## config.mk

```make
export PLATFORM = sky130hd
export DESIGN_NAME = sudoku_input_ctrl
export DESIGN_NICKNAME = d
export VERILOG_FILES = /design/src/rtl/sudoku_input_ctrl.sv
export SDC_FILE = /design/constraint.sdc
export NUM_CORES = 1
export LEC_CHECK = 0
export CORE_MARGIN = 5
export CORE_UTILIZATION = 55
export CTS_CLUSTER_DIAMETER = 80
export DETAILED_ROUTE_END_ITERATION = 12
export PLACE_DENSITY = 0.8
export SETUP_SLACK_MARGIN = 0.3
export SYNTH_ARGS = -nofsm -noshare
export SYNTH_HDL_FRONTEND = slang
export SYNTH_SLANG_ARGS = --single-unit
```

## constraint.sdc

```tcl
create_clock -name clk -period 3.15 [get_ports clk]
set_clock_uncertainty 0.05 [all_clocks]
set_input_delay 0.315 -clock clk [delete_from_list [all_inputs] [get_ports clk]]
set_output_delay 0.315 -clock clk [all_outputs]
set_load 0.05 [all_outputs]
```

## src/rtl/sudoku_input_ctrl.sv

```systemverilog
// -----------------------------------------------------------------------------
// sudoku_input_ctrl
//   Push-button front end for the VGA Sudoku game. Synchronises and debounces
//   the five Basys3 buttons and turns accepted presses into registered,
//   single-cycle engine commands. It also runs the MOVE/NUMBER mode machine
//   and drives the cursor-flash and number-preview signals for sudoku_draw.
//
//   Optional feature: define SUDOKU_AUTOREPEAT_EN to build held-button
//   auto-repeat for U/D/L/R. Without it, a held button gives one pulse only.
//
// Ports
//   clk             : system clock (100 MHz)
//   reset_n         : asynchronous active-low reset
//   btn_raw[4:0]    : raw buttons {R,L,D,U,C}, bit0 = C
//   mode            : 0 = MOVE, 1 = NUMBER
//   selected_number : current number selection, 1..MAX_VALUE
//   preview_number  : selected_number while in NUMBER mode, else 0
//   flash_visible   : flash phase while in NUMBER mode, else 1
//   cmd_up/down/left/right : single-cycle cursor-move pulses
//   cmd_number      : committed value alongside cmd_valid; 0 for moves
//   cmd_valid       : single-cycle strobe for any engine command
//   cmd_enter       : single-cycle pulse on every accepted C press
// -----------------------------------------------------------------------------
module sudoku_input_ctrl #(
    parameter int  DEBOUNCE_CYCLES = 1_000_000,
    parameter int  REPEAT_DELAY    = 50_000_000,
    parameter int  REPEAT_RATE     = 15_000_000,
    parameter int  MAX_VALUE       = 9,
    parameter int  FLASH_BITS      = 27,
    localparam int VAL_W           = $clog2(MAX_VALUE + 1)
) (
    input  logic             clk,
    input  logic             reset_n,
    input  logic [4:0]       btn_raw,
    output logic             mode,
    output logic [VAL_W-1:0] selected_number,
    output logic [VAL_W-1:0] preview_number,
    output logic             flash_visible,
    output logic             cmd_up,
    output logic             cmd_down,
    output logic             cmd_left,
    output logic             cmd_right,
    output logic [VAL_W-1:0] cmd_number,
    output logic             cmd_valid,
    output logic             cmd_enter
);

    localparam int NUM_BTN = 5;
    localparam int B_C = 0, B_U = 1, B_D = 2, B_L = 3, B_R = 4;

    localparam int                    CNT_W     = $clog2(DEBOUNCE_CYCLES);
    localparam logic [CNT_W-1:0]      DB_LAST   = CNT_W'(DEBOUNCE_CYCLES - 1);
    localparam logic [CNT_W-1:0]      DB_ONE    = CNT_W'(1);
    localparam logic [VAL_W-1:0]      VAL_ONE   = VAL_W'(1);
    localparam logic [VAL_W-1:0]      VAL_MAX   = VAL_W'(MAX_VALUE);
    localparam logic [FLASH_BITS-1:0] FLASH_ONE = FLASH_BITS'(1);

    typedef enum logic {MODE_MOVE = 1'b0, MODE_NUMBER = 1'b1} mode_e;

    // Reject parameter sets the counters cannot represent.
    if (DEBOUNCE_CYCLES < 2 || REPEAT_RATE < 1 || REPEAT_DELAY < REPEAT_RATE ||
        MAX_VALUE < 2) begin : g_param_check
        $error("sudoku_input_ctrl: illegal parameter combination");
    end

    // ------------------------------------------------------------------
    // Synchroniser and debounce
    // ------------------------------------------------------------------
    logic [NUM_BTN-1:0] sync1_q, sync1_d, sync2_q, sync2_d;
    logic [NUM_BTN-1:0] clean_q, clean_d, clean_dly_q, clean_dly_d;
    logic [NUM_BTN-1:0] ev_q, ev_d;
    logic [CNT_W-1:0]   db_cnt_q [NUM_BTN];
    logic [CNT_W-1:0]   db_cnt_d [NUM_BTN];
    logic [NUM_BTN-1:0] press;
    logic [NUM_BTN-1:0] rep;

    always_comb begin
        // NOTE: every always_comb target gets a default first, so no path can infer a latch.
        sync1_d     = btn_raw;
        sync2_d     = sync1_q;
        clean_d     = clean_q;
        clean_dly_d = clean_q;
        for (int i = 0; i < NUM_BTN; i++) begin
            db_cnt_d[i] = '0;
            // Count consecutive samples that disagree with the accepted level.
            if (sync2_q[i] != clean_q[i]) begin
                if (db_cnt_q[i] == DB_LAST) begin
                    clean_d[i] = sync2_q[i];
                end else begin
                    db_cnt_d[i] = db_cnt_q[i] + DB_ONE;
                end
            end
        end
        press = clean_q & ~clean_dly_q;
        ev_d  = press | rep;
    end

    always_ff @(posedge clk or negedge reset_n) begin
        if (!reset_n) begin
            sync1_q     <= '0;
            sync2_q     <= '0;
            clean_q     <= '0;
            clean_dly_q <= '0;
            ev_q        <= '0;
            // NOTE: the counter array is a handful of flops, not a RAM, so it takes the async reset too.
            for (int i = 0; i < NUM_BTN; i++) db_cnt_q[i] <= '0;
        end else begin
            // NOTE: sequential state uses non-blocking assignments so every flop sees pre-edge values.
            sync1_q     <= sync1_d;
            sync2_q     <= sync2_d;
            clean_q     <= clean_d;
            clean_dly_q <= clean_dly_d;
            ev_q        <= ev_d;
            for (int i = 0; i < NUM_BTN; i++) db_cnt_q[i] <= db_cnt_d[i];
        end
    end

    // ------------------------------------------------------------------
    // Auto-repeat for the direction buttons
    // ------------------------------------------------------------------
`ifdef SUDOKU_AUTOREPEAT_EN
    localparam int               HOLD_W      = $clog2(REPEAT_DELAY + 1);
    localparam logic [HOLD_W-1:0] HOLD_LAST   = HOLD_W'(REPEAT_DELAY - 1);
    localparam logic [HOLD_W-1:0] HOLD_RELOAD = HOLD_W'(REPEAT_DELAY - REPEAT_RATE);
    localparam logic [HOLD_W-1:0] HOLD_ONE    = HOLD_W'(1);

    logic [HOLD_W-1:0] hold_q [B_U:B_R];
    logic [HOLD_W-1:0] hold_d [B_U:B_R];

    // hold counts cycles since the last pulse. After the first repeat it is
    // reloaded so the next one lands REPEAT_RATE cycles later.
    always_comb begin
        rep = '0;
        for (int i = B_U; i <= B_R; i++) begin
            hold_d[i] = hold_q[i] + HOLD_ONE;
            if (!clean_q[i] || press[i]) begin
                hold_d[i] = '0;
            end else if (hold_q[i] == HOLD_LAST) begin
                rep[i]    = 1'b1;
                hold_d[i] = HOLD_RELOAD;
            end
        end
    end

    always_ff @(posedge clk or negedge reset_n) begin
        if (!reset_n) begin
            for (int i = B_U; i <= B_R; i++) hold_q[i] <= '0;
        end else begin
            for (int i = B_U; i <= B_R; i++) hold_q[i] <= hold_d[i];
        end
    end
`else
    assign rep = '0;
`endif

    // ------------------------------------------------------------------
    // Mode FSM: state register / next-state / registered outputs
    // ------------------------------------------------------------------
    mode_e             mode_q, mode_d;
    logic [VAL_W-1:0]  sel_q, sel_d, preview_q, preview_d, cmd_number_q, cmd_number_d;
    logic [FLASH_BITS-1:0] flash_cnt_q, flash_cnt_d;
    logic flash_vis_q, flash_vis_d;
    logic cmd_up_q, cmd_up_d, cmd_down_q, cmd_down_d;
    logic cmd_left_q, cmd_left_d, cmd_right_q, cmd_right_d;
    logic cmd_valid_q, cmd_valid_d, cmd_enter_q, cmd_enter_d;

    always_ff @(posedge clk or negedge reset_n) begin
        if (!reset_n) mode_q <= MODE_MOVE;
        else          mode_q <= mode_d;
    end

    always_comb begin
        mode_d = mode_q;
        case (mode_q)
            MODE_MOVE:   if (ev_q[B_C]) mode_d = MODE_NUMBER;
            MODE_NUMBER: if (ev_q[B_C]) mode_d = MODE_MOVE;
            default:     mode_d = MODE_MOVE;
        endcase
    end

    // Decisions use the mode registered before this cycle, so a C press
    // together with a direction pulse acts on the direction in the old mode.
    always_comb begin
        sel_d        = sel_q;
        cmd_up_d     = 1'b0;
        cmd_down_d   = 1'b0;
        cmd_left_d   = 1'b0;
        cmd_right_d  = 1'b0;
        cmd_valid_d  = 1'b0;
        cmd_number_d = '0;
        cmd_enter_d  = ev_q[B_C];
        case (mode_q)
            MODE_MOVE: begin
                cmd_up_d    = ev_q[B_U];
                cmd_down_d  = ev_q[B_D] & ~ev_q[B_U];
                cmd_left_d  = ev_q[B_L];
                cmd_right_d = ev_q[B_R];
                cmd_valid_d = |ev_q[B_R:B_U];
            end
            MODE_NUMBER: begin
                if (ev_q[B_U])      sel_d = (sel_q == VAL_MAX) ? VAL_ONE : sel_q + VAL_ONE;
                else if (ev_q[B_D]) sel_d = (sel_q == VAL_ONE) ? VAL_MAX : sel_q - VAL_ONE;
                if (ev_q[B_C]) begin
                    cmd_valid_d  = 1'b1;
                    cmd_number_d = sel_q;
                end
            end
            default: ;
        endcase
        flash_cnt_d = flash_cnt_q + FLASH_ONE;
        // Built from next-state values so the registered outputs match mode and counter.
        preview_d   = (mode_d == MODE_NUMBER) ? sel_d : '0;
        flash_vis_d = (mode_d == MODE_NUMBER) ? flash_cnt_d[FLASH_BITS-1] : 1'b1;
    end

    always_ff @(posedge clk or negedge reset_n) begin
        if (!reset_n) begin
            sel_q        <= VAL_ONE;
            preview_q    <= '0;
            flash_cnt_q  <= '0;
            flash_vis_q  <= 1'b1;
            cmd_up_q     <= 1'b0;
            cmd_down_q   <= 1'b0;
            cmd_left_q   <= 1'b0;
            cmd_right_q  <= 1'b0;
            cmd_valid_q  <= 1'b0;
            cmd_number_q <= '0;
            cmd_enter_q  <= 1'b0;
        end else begin
            sel_q        <= sel_d;
            preview_q    <= preview_d;
            flash_cnt_q  <= flash_cnt_d;
            flash_vis_q  <= flash_vis_d;
            cmd_up_q     <= cmd_up_d;
            cmd_down_q   <= cmd_down_d;
            cmd_left_q   <= cmd_left_d;
            cmd_right_q  <= cmd_right_d;
            cmd_valid_q  <= cmd_valid_d;
            cmd_number_q <= cmd_number_d;
            cmd_enter_q  <= cmd_enter_d;
        end
    end

    assign mode            = (mode_q == MODE_NUMBER);
    assign selected_number = sel_q;
    assign preview_number  = preview_q;
    assign flash_visible   = flash_vis_q;
    assign cmd_up          = cmd_up_q;
    assign cmd_down        = cmd_down_q;
    assign cmd_left        = cmd_left_q;
    assign cmd_right       = cmd_right_q;
    assign cmd_number      = cmd_number_q;
    assign cmd_valid       = cmd_valid_q;
    assign cmd_enter       = cmd_enter_q;

endmodule

```

==> impl_metrics.env, run 1 <==
export IMPL_max_stage_delay_ps=910
export IMPL_synth_main_ff_cell="dfrtp_1"
export IMPL_viasPerCell=5.474
export IMPL_cp_cell_sequence="clkdlybuf4s50_1"
export IMPL_worst_pin_slew_ps=674.2
export IMPL_grt_pass1_vias=5358
export IMPL_slew_limit_headroom_pct=54.64
export IMPL_clk_latency_ps=430
export IMPL_synth_avg_cell_area_um2=10.71
export IMPL_synth_area_leaders="dfrtp_1 56%, xnor2_1 7.1%, xor2_1 6.9%"
export IMPL_numCtsBuffers=17
export IMPL_start_util_pct=55.51
export IMPL_gp_congestion=0.8591
export IMPL_maxCapViolations=0
export IMPL_fin_cells=933
export IMPL_ant_nets=0
export IMPL_async_reset_ff_share_pct=100.0
export IMPL_synth_most_common_cell="dfrtp_1"
export IMPL_syn_to_final_growth_pct=14.41
export IMPL_port_buffers=26
export IMPL_wl_per_cell_um=15.21
export IMPL_tns_ps=0
export IMPL_cts_hold_buffers=1
export IMPL_maxSlewViolCount=0
export IMPL_route_met2_wl_um=7189
export IMPL_antenna_cells=0
export IMPL_seq_area_frac_synth_pct=56.55
export IMPL_yosysTopAreaCellShare_pct=55.86
export IMPL_clk_pin_slew_ps=60
export IMPL_rsz0062_at_grt="false"
export IMPL_drtIter0Drc=398
export IMPL_design_portCount=27
export IMPL_dr_pass1_iters=6
export IMPL_status="completed"
export IMPL_cts_sinks=172
export IMPL_min_path_type="in -> reg"
export IMPL_hold_ws_ps=278.4
export IMPL_synth_top_area_cell="dfrtp_1"
export IMPL_ys_top_cells_by_count="170 x dfrtp_1, 118 x nor2_1, 62 x xnor2_1, 60 x xor2_1, 51 x nand3_1"
export IMPL_p_leak_nw=3.871
export IMPL_synth_nets=728
export IMPL_peakVddDrop_uv=413.3
export IMPL_cp_required_ps=2780
export IMPL_yosys_warnings=0
export IMPL_crit_type="reg -> out"
export IMPL_cts_buffer_depth=2
export IMPL_die_w_um=127.7
export IMPL_p_per_area_nw_per_um2=535.5
export IMPL_cp_buffers_inverters=1
export IMPL_cts_tree="done"
export IMPL_antenna_found_initial=0
export IMPL_die_area_um2=16300
export IMPL_crit_slowest_cell="clkdlybuf4s50_1"
export IMPL_synth_cells=711
export IMPL_synth_edff_count=0
export IMPL_die_h_um=127.7
export IMPL_netlist_area_um2=7616
export IMPL_ys_ff_latch=172
export IMPL_cp_max_fo=16
export IMPL_row_count=43
export IMPL_htree_num_levels=4
export IMPL_met1_length_um=6253
export IMPL_root_buffer="clkbuf_16"
export IMPL_nets=757
export IMPL_crit_arrival_ps=1990
export IMPL_min_period_ps=2355
export IMPL_grt_max_degree=75
export IMPL_wirelength_um=14190
export IMPL_grt_pass1_wl_um=24920
export IMPL_post_cts_resized=0
export IMPL_grt_overflow=0
export IMPL_cp_top_family="buffers and inverters"
export IMPL_period_share_pct=74.75
export IMPL_worstSetupStartpointType="flip-flop"
export IMPL_hpwlAfterDp_um=9520
export IMPL_drive_above_1_share_pct=7.835
export IMPL_dr_max_layer_used="met4"
export IMPL_vias=5107
export IMPL_setup_viol=0
export IMPL_grt_usage_pct=18.82
export IMPL_fmax_ghz=0.4247
export IMPL_yosys_cell_types_count=48
export IMPL_drcViolationCount=0
export IMPL_endpoint_kind="output port"
export IMPL_hold_viol=0
export IMPL_dp_cells=900
export IMPL_coreArea_um2=13720
export IMPL_cts_setup_buffers=0
export IMPL_met3WireLength_um=484
kinds of logic after synthesis:
| logic type | count (synthesis) | synth area share (%) |
|---|---|---|
| AO/OA/AOI/OAI | 19 | 1.741 |
| XOR/XNOR | 122 | 14.03 |
| adder cells (fa/ha/maj) | 10 | 1.643 |
| buffers and inverters | 35 | 1.906 |
| flip-flops | 172 | 56.55 |
| multiplexers | 6 | 0.8707 |
| AND/OR/NAND/NOR | 347 | 23.26 |
worst paths after layout:
kind	to	cells after the start	startpoint	slack (ps)
max reg2reg	preview_number[2]	7	selected_number[1]	1120
min reg2reg	sync2_q[4]	0	sync1_q[4]	300
max	mode	1	mode	800
min	sync1_q[2]	1	btn_raw[2]	280
min in group asynchronous	db_cnt_q[91]	2	reset_n	420
max in group asynchronous	selected_number[0]	3	reset_n	1850
worst register-to-register path, delay by kind of cell (launching register included):
kind,cells,cell delay [ps]
flip-flops,1,530
AO/OA/AOI/OAI,3,610
multiplexers,1,160
AND/OR/NAND/NOR,1,180
adder cells (fa/ha/maj),1,280
buffers and inverters,1,150
registers in the layout, indices dropped and copies added (netlist names), 4 cells and up:
| register | flops |
|---|---|
| flash_cnt_q | 27 |
| sync1_q | 5 |
| selected_number | 4 |
| preview_number | 4 |
| ev_q | 5 |
| clean_dly_q | 5 |
| clean_dly_d | 5 |
| sync2_q | 5 |
| cmd_number | 4 |
| db_cnt_q | 100 |
per-layer routing:
metal | vias to the layer above | global-route usage [%]
li1 | 2450 | -
met1 | 2545 | 23.46
met2 | 88 | 32.02
met3 | 24 | 4.583
met4 | 0 | 6.991
met5 | - | 0
per-stage QoR:
step / area (um^2) / utilization (%) / setup WS (ps) / power (mW)
floorplan: 7616 / - / 1208 / 2.336
global placement: 8049 / 58.67 / 1285 / 2.397
detailed placement: 8049 / 58.67 / 1153 / 2.406
CTS: 8713 / 63.51 / 805.5 / 4.713
global route: 8713 / 63.51 / 699.2 / 4.829
finish: 8713 / 63.51 / 795.5 / 4.666
layout by cell type (no fill, tap or decap), drive strengths merged, types with 2 or more instances in the layout:
cell type,n
a21oi,3
a22oi,2
and2,8
and3,29
and4,9
buf,4
bufinv,5
clkbuf,18
clkdlybuf4s50,25
clkinv,4
clkinvlp,2
dfrtp,170
dfstp,2
ha,10
inv,18
mux2,5
nand2,46
nand2b,2
nand3,51
nand4,28
nand4b,2
nor2,119
nor2b,10
nor3,17
nor4,11
nor4b,4
o21ai,5
or2,6
xnor2,62
xor2,60
area by class of cell:
type | count | area [um^2]
timing repair buffer | 30 | 306.5
inverter | 15 | 56.30
fill | 1055 | 5006
clock buffer | 18 | 439.2
clock inverter | 14 | 215.2
multi-input combinational | 504 | 3164
tap | 180 | 225.2
sequential | 172 | 4307
report_power, final:
group          internal, mW  leakage (nW)  switching [mW]
Sequential             2.23          2.35          0.0211
Combinational        0.0316          1.21          0.0783
Clock                  1.43         0.317           0.871
Total                  3.70          3.87           0.971
Note: power is estimated with default switching activity, not from simulation.
==> run 2: changes to the inputs <==
clock period = 2.4 ns   (was 3.15 ns; I/O delays follow)
==> run 2 against run 1 <==
  * Flip-flop and latch count is the same
  * Largest power group is now sequential cells
  * Worst hold slack lost 75 ps
  * Die area is the same
  * Global-route usage shrank 0.93 points
==> impl_metrics.env, run 2 (synthesis results as in run 1) <==
export IMPL_drcViolationCount=0
export IMPL_cp_cell_sequence="clkdlybuf4s50_1"
export IMPL_nets=758
export IMPL_slew_limit_headroom_pct=54.61
export IMPL_grt_usage_pct=17.90
export IMPL_drtIter0Drc=347
export IMPL_wl_per_cell_um=14.67
export IMPL_row_count=43
export IMPL_holdPathStages=1
export IMPL_syn_to_final_growth_pct=14.06
export IMPL_start_util_pct=55.51
export IMPL_cts_setup_buffers=0
export IMPL_cts_sinks=172
export IMPL_grt_pass1_vias=5150
export IMPL_die_w_um=127.7
export IMPL_p_leak_nw=3.891
export IMPL_reg_top3="db_cnt_q x100, flash_cnt_q x27"
export IMPL_crit_slowest_cell="clkdlybuf4s50_1"
export IMPL_htree_num_levels=4
export IMPL_crit_arrival_ps=1730
export IMPL_setup_viol=0
export IMPL_die_area_um2=16300
export IMPL_vias=5030
export IMPL_cp_buffers_inverters=1
export IMPL_numCtsBuffers=17
export IMPL_cp_top_family="buffers and inverters"
export IMPL_cts_tree="done"
export IMPL_fin_cells=934
export IMPL_peakVddDrop_uv=630.2
export IMPL_layout_commonest_cell="dfrtp_1"
export IMPL_viasPerCell=5.385
export IMPL_maxSlewViolCount=0
export IMPL_hold_viol=0
export IMPL_cp_required_ps=2110
export IMPL_port_buffers=26
export IMPL_status="completed"
export IMPL_grt_pass1_wl_um=23700
export IMPL_dp_cells=901
export IMPL_ff2ff_path_depth=6
export IMPL_final_cell_mix="170 x dfrtp_1, 118 x nor2_1, 62 x xnor2_1"
export IMPL_dr_pass1_iters=5
export IMPL_min_period_ps=2018
export IMPL_cts_buffer_depth=2
export IMPL_worst_pin_slew_ps=674.6
export IMPL_root_buffer="clkbuf_16"
export IMPL_clk_latency_ps=430
export IMPL_design_portCount=27
export IMPL_rsz0062_at_grt="false"
export IMPL_min_path_type="in -> reg"
export IMPL_cp_max_fo=1
export IMPL_max_stage_delay_ps=790
export IMPL_fmax_ghz=0.4954
export IMPL_endpoint_kind="output port"
export IMPL_antenna_found_initial=0
export IMPL_cp_depth=1
export IMPL_wirelength_um=13700
export IMPL_p_per_area_nw_per_um2=684.5
export IMPL_die_h_um=127.7
export IMPL_top_register="db_cnt_q"
export IMPL_hpwlAfterDp_um=9340
export IMPL_grt_max_degree=68
export IMPL_grt_overflow=0
export IMPL_crit_type="reg -> out"
export IMPL_antenna_cells=0
export IMPL_maxCapViolations=0
export IMPL_drive_above_1_share_pct=8.090
export IMPL_hold_ws_ps=203.0
export IMPL_fillCellCount=1091
export IMPL_largest_reg_flops=100
export IMPL_period_share_pct=84.10
export IMPL_clk_pin_slew_ps=70
export IMPL_coreArea_um2=13720
export IMPL_worstSetupStartpointType="flip-flop"
export IMPL_ant_nets=0
export IMPL_tns_ps=0
export IMPL_gp_congestion=0.8135
run 2: power breakdown:
group	switching [mW]	internal, mW
clock	1.16	1.68
sequential	0.0267	2.93
combinational	0.103	0.0430
total	1.29	4.66
run 2: stage by stage:
| stage | utilization, % | instance area, um^2 | power, mW | setup WS (ps) |
|---|---|---|---|---|
| 2_1_floorplan | - | 7616 | 3.066 | 458.4 |
| 3_3_place_gp | 58.72 | 8056 | 3.148 | 509.3 |
| 3_5_place_dp | 58.72 | 8056 | 3.157 | 455.0 |
| 4_1_cts | 63.26 | 8680 | 6.006 | 305.4 |
| 5_1_grt | 63.32 | 8687 | 6.157 | 311.0 |
| 6_report | 63.32 | 8687 | 5.946 | 381.5 |
run 2: final timing paths:
path | to | start | slack (ps)
max reg2reg | db_cnt_q[98] | db_cnt_q[80] | 410
max in group asynchronous | selected_number[0] | reset_n | 1200
min in group asynchronous | db_cnt_q[80] | reset_n | 340
min | sync1_q[0] | btn_raw[0] | 200
min reg2reg | sync2_q[2] | sync1_q[2] | 300
max | flash_visible | flash_visible | 380
run 2: metal layers:
| metal | share of wire [%] | up-vias | GRT usage [%] |
|---|---|---|---|
| met4 | 1.5 | 0 | 6.180 |
| met1 | 45 | 2488 | 22.70 |
| li1 | - | 2452 | - |
| met2 | 50 | 72 | 30.07 |
| met5 | 0 | - | 0 |
| met3 | 3.6 | 18 | 4.583 |
run 2: layout make-up:
class | count | area [um^2] | area share [%]
inverter | 15 | 56.30 | 0.6481
multi-input combinational | 504 | 3169 | 36.48
sequential | 172 | 4307 | 49.58
clock inverter | 14 | 178.9 | 2.060
timing repair buffer | 31 | 311.5 | 3.586
tap | 180 | 225.2 | 2.593
clock buffer | 18 | 439.2 | 5.055
run 2: repair_timing:
action / in CTS / in global routing
setup endpoints to repair: 4 / 3
resized for setup: 4 / 3
endpoints found under the hold margin: 63 / 0
hold buffers: 1 / 0
